==> src/rtl/decode_stage_p.sv <==
// Decode stage: register file, ID/EX register, load-use stall and two-word immediate sequencer.
// Optional DECODE_BYPASS_EN: same-cycle WB write-through onto the src/dst read ports.
module decode_stage_p #(
  parameter int W         = 16,
  parameter int NREG      = 8,
  parameter int CW        = 13,
  parameter int MEMRD_BIT = 12,
  localparam int AW       = $clog2(NREG)
) (
  input  logic          clk,
  input  logic          rst,
  input  logic          in_valid,
  input  logic [W-1:0]  instr,
  output logic [5:0]    opcode,
  input  logic [CW-1:0] ctrl_in,
  input  logic          flush,
  input  logic          wb_en,
  input  logic [AW-1:0] wb_addr,
  input  logic [W-1:0]  wb_data,
  output logic          stall,
  output logic          ex_valid,
  output logic [CW-1:0] ex_ctrl,
  output logic [W-1:0]  ex_rsrc,
  output logic [W-1:0]  ex_rdst,
  output logic [AW-1:0] ex_src,
  output logic [AW-1:0] ex_dst,
  output logic [W-1:0]  ex_imm
);

  typedef enum logic {IDLE, IMM} state_t;

  state_t        state;
  logic [W-1:0]  regs [NREG];
  logic [AW-1:0] src, dst;
  logic [W-1:0]  rd_src, rd_dst;
  logic          hazard;

  logic [AW-1:0] lat_src, lat_dst;
  logic [CW-1:0] lat_ctrl;
  logic [W-1:0]  lat_rsrc, lat_rdst;

  assign opcode = instr[W-1 -: 6];
  assign src    = instr[W-7 -: AW];
  assign dst    = instr[W-7-AW -: AW];

`ifdef DECODE_BYPASS_EN
  assign rd_src = (wb_en && wb_addr == src) ? wb_data : regs[src];
  assign rd_dst = (wb_en && wb_addr == dst) ? wb_data : regs[dst];
`else
  assign rd_src = regs[src];
  assign rd_dst = regs[dst];
`endif

  // Immediate words are consumed in IMM, so only IDLE can see a load-use hazard.
  assign hazard = (state == IDLE) && in_valid && ex_valid && ex_ctrl[MEMRD_BIT] &&
                  ((ex_dst == src) || (ex_dst == dst));
  assign stall  = hazard && !flush && !rst;

  always_ff @(posedge clk) begin
    if (rst) begin
      for (int i = 0; i < NREG; i++) regs[i] <= '0;
    end else if (wb_en) begin
      regs[wb_addr] <= wb_data;
    end
  end

  always_ff @(posedge clk) begin
    if (rst) begin
      state    <= IDLE;
      ex_valid <= 1'b0;
      ex_ctrl  <= '0;
      ex_rsrc  <= '0;
      ex_rdst  <= '0;
      ex_src   <= '0;
      ex_dst   <= '0;
      ex_imm   <= '0;
      lat_src  <= '0;
      lat_dst  <= '0;
      lat_ctrl <= '0;
      lat_rsrc <= '0;
      lat_rdst <= '0;
    end else if (flush) begin
      state    <= IDLE;
      ex_valid <= 1'b0;
      ex_ctrl  <= '0;
    end else begin
      case (state)
        IDLE: begin
          if (in_valid && !hazard) begin
            if (opcode[5]) begin
              lat_src  <= src;
              lat_dst  <= dst;
              lat_ctrl <= ctrl_in;
              lat_rsrc <= rd_src;
              lat_rdst <= rd_dst;
              state    <= IMM;
              ex_valid <= 1'b0;
              ex_ctrl  <= '0;
            end else begin
              ex_valid <= 1'b1;
              ex_ctrl  <= ctrl_in;
              ex_rsrc  <= rd_src;
              ex_rdst  <= rd_dst;
              ex_src   <= src;
              ex_dst   <= dst;
              ex_imm   <= '0;
            end
          end else begin
            ex_valid <= 1'b0;
            ex_ctrl  <= '0;
          end
        end
        IMM: begin
          if (in_valid) begin
            ex_valid <= 1'b1;
            ex_ctrl  <= lat_ctrl;
            ex_rsrc  <= lat_rsrc;
            ex_rdst  <= lat_rdst;
            ex_src   <= lat_src;
            ex_dst   <= lat_dst;
            ex_imm   <= instr;
            state    <= IDLE;
          end else begin
            ex_valid <= 1'b0;
            ex_ctrl  <= '0;
          end
        end
        default: begin
          state    <= IDLE;
          ex_valid <= 1'b0;
          ex_ctrl  <= '0;
        end
      endcase
    end
  end

endmodule

==> config.mk <==
export PLATFORM = sky130hd
export DESIGN_NAME = decode_stage_p
export DESIGN_NICKNAME = d
export VERILOG_FILES = /design/src/rtl/decode_stage_p.sv
export SDC_FILE = /design/constraint.sdc
export NUM_CORES = 1
export LEC_CHECK = 0
export BUFFER_PORTS_ARGS = -buffer_cell sky130_fd_sc_hd__buf_2
export CORE_ASPECT_RATIO = 1.4
export CORE_MARGIN = 1
export CORE_UTILIZATION = 30
export DETAILED_ROUTE_END_ITERATION = 8
export GPL_TIMING_DRIVEN = 0
export HOLD_SLACK_MARGIN = 0.08
export PLACE_DENSITY_LB_ADDON = 0.1
export REMOVE_ABC_BUFFERS = 1
export SLEW_MARGIN = 20
export SYNTH_ARGS = -nofsm -noshare
export SYNTH_HDL_FRONTEND = slang
export SYNTH_SLANG_ARGS = --single-unit
==> constraint.sdc <==
create_clock -name clk -period 2.7 [get_ports clk]
set_input_delay 0.54 -clock clk [delete_from_list [all_inputs] [get_ports clk]]
set_output_delay 0.54 -clock clk [all_outputs]
set_load 0.02 [all_outputs]
==> flow_summary.yaml <==
min_path:
  hold_path_class: "input pin to flip-flop"
  hp-start: "instr[3]"
  hold_end: "ex_imm[3]$_SDFFE_PP0P_"
  hold_path_depth: 3
sta:
  fin_crit_sh_pct: 98.5
  final_hold_viol_count: 0
  skew_ns: 0.0111
  min_period_ns: 2.66
  setup-violations-final: 0
  slew_violations: 0
  clock.fmax_ghz: 0.376
  worst_slew_pin_slew_ns: 0.830
  slew_headroom_pct: 44.5
  rsz0062_at_grt: "true"
  holdWs_ns: 0.244
placement:
  gp_congestion: 0.677
  hpwl_um: 22800
  post-place-cells: 1579
  portBuffers: 127
pwr:
  power.density_mw_per_mm2: 618
  leakage_uw: 0.00512
  p_total_uw: 8920
  irDropWorstVdd_mv: 0.496
route:
  dr.first_iter.drc_count: 434
  wirelength_um: 38100
  wl_per_cell_um: 23.1
  ant_nets: 0
  drc: 0
  num_vias: 8614
  first_pass_iters: 4
  vias_per_cell: 5.23
critical_path:
  cp_slowest_stage_delay_ns: 0.60
  worst-path-buf-inv: 2
  crit_top_cell: "buf_4"
  worstReg2RegEnd: "lat_rsrc[4]$_SDFFE_PP0P_"
  crit_fanout: 20
  required_ns: 2.16
  cp_top_family: "simple AND/OR/NAND/NOR gates"
  critPathLaunchType: "input pin"
  cp_slowest_cell: "or4_4"
  r2r-start: "state$_SDFF_PP0_"
  cp_data_arrival_time_ns: 2.12
  crit_chain: "buf_4 -> xor2_2 -> or4_4 -> a21oi_2 -> buf_4"
  r2r_slack_ns: 0.10
  ff2ff_path_depth: 11
  cp-startpoint: "instr[8]"
  criticalPathCategory: "input pin to output pin"
  cp-end-kind: "output pin"
grt:
  grt_use_total_pct: 18.6
  grtUsageMet1_pct: 22.2
  grt_max_degree: 86
  grt_pass1_vias: 8732
  grtUsageMet3_pct: 2.60
  grtUsageMet2_pct: 34.5
  grt_first_pass_wirelength_um: 56500
  grt-ovfl-total: 0
  antenna_found_initial: 2
  gr-max-usage-layer: "met2"
cts:
  cts_max_path_buffers: 3
  numCtsBuffers: 27
  path_clk_slew_ns: 0.06
  cts_hold_buf: 0
  clockRootBuffer: "clkbuf_16"
  clock_latency_ns: 0.54
  cts_tree: "built"
  htreeDepth: 1
  cts.sinks: 248
finish:
  fin_cells: 1646
  drive_above_1_share_pct: 31.7
  n_fill_cell: 3890
  final_core_util_pct: 36.6
  nNetsFinal: 1151
  syn_to_final_growth_pct: 20.0
logic_synthesis:
  syn_avg_cell_area_um2: 12.0
  postSynth.asyncResetShare_pct: 0
  synth_cells: 1003
  synthFlopType: "edfxtp_1"
  yosysSeqAreaShare_pct: 52.0
  synth_seq_cells: 248
  synth-edff-count: 128
  synth.distinct_cells: 30
  synth_area_mm2: 0.0120
  synth_warnings: 0
status:
  status: "finished clean"
floorplan:
  core_area_mm2: 0.0394
  die_w_um: 171
  die_y_um: 239
  start_util_pct: 30.5
  row_count: 86
  io_pins: 128
  fp.dieArea_mm2: 0.0409
job:
  drv_cap: 0
worst max path at each step:
stage                                    end  slack (ns)  cells past startpoint
floorplan           ex_rsrc[10]$_SDFFE_PP0P_       -2.16                      4
global placement     ex_rsrc[1]$_SDFFE_PP0P_       -5.41                      4
detailed placement  ex_rdst[13]$_SDFFE_PP0P_       -1.23                     11
CTS                                    stall       -0.13                      5
global route                           stall       -0.03                      5
finish                                 stall        0.04                      5
cells in the mapped netlist (35+ instances only):
library cell | count | area (um2)
mux2i_1 | 38 | 380
edfxtp_1 | 128 | 3840
a31oi_1 | 70 | 438
a211oi_1 | 38 | 285
mux4_2 | 64 | 1440
and2_1 | 142 | 888
nand2_1 | 65 | 244
or2_2 | 41 | 257
o31ai_1 | 35 | 263
a21oi_1 | 51 | 255
clkbuf_1 | 70 | 263
dfxtp_1 | 120 | 2400
worst register-to-register path, stage by stage, from the launching register on:
cell      delay (ns)
dfxtp_4         0.37
buf_16          0.16
nand4b_4        0.24
buf_4           0.19
nor4_4          0.28
buf_4           0.24
buf_6           0.17
nor3_4          0.07
buf_6           0.18
buf_4           0.19
buf_4           0.19
a211oi_1        0.22
power breakdown:
group	switching [uW]	internal [uW]
clock	1550	2070
combinational	586	454
sequential	99.1	4160
cells by family after synthesis:
group | after synthesis | synth area share [%]
simple gates | 310 | 15.0
xor+xnor | 6 | 0.437
flops | 248 | 52.0
mux | 102 | 15.2
compound gates | 226 | 13.2
buf+inv | 111 | 4.27
cell usage in the layout (no fill, tap or decap), types with 13 or more instances in the layout:
master and count:
a211oi_1 38, a21oi_1 50, a311oi_1 21, a31oi_1 70, and2_1 142, buf_2 119
buf_4 25, buf_6 13, clkbuf_16 29, dfxtp_1 118, edfxtp_1 128, mux2i_1 38
mux4_2 64, nand2_1 64, nand4_1 33, o31ai_1 35, or2_2 39
stage by stage:
stage	cell area, um2	setup TNS (ns)	setup WS (ns)
detailed placement	13300	-128.50	-1.23
CTS	14300	-0.133	-0.133
global placement	12800	-936.93	-5.41
floorplan	11500	-167.53	-2.16
global route	14400	-0.0264	-0.0264
finish	14400	0	0.0399
layout make-up:
cell class,count,area (um2),share of cell area (%)
multi-input cells,648,5410,37.5
clock buffers,40,776,5.38
repair buffers,173,1270,8.80
flip-flops and latches,248,6250,43.3
diodes,1,2.50,0.0173
well taps,528,661,4.58
clock inverters,8,62.6,0.434
registers in the layout, summed over array words and instances, names as in the netlist:
register and count:
lat_dst 3, ex_valid 1, lat_rdst 16, ex_dst 3, ex_src 3, ex_imm 16
regs 128, ex_rsrc 16, ex_rdst 16, lat_ctrl 13, lat_rsrc 16, lat_src 3
ex_ctrl 13, state 1
per-layer routing:
metal / part of all wire (%) / wire length [um]
met5: 0.029 / 11
met2: 53 / 20400
met3: 4.3 / 1630
met1: 41 / 15500
met4: 1.6 / 609
what timing repair did:
item,4_1_cts,5_1_grt
pin swaps,6,3
buffers inserted,7,7
gates cloned,4,1
endpoints found under the setup margin,72,32
gates resized for setup,12,10
No activity file was read; power rests on OpenSTA's default activity.
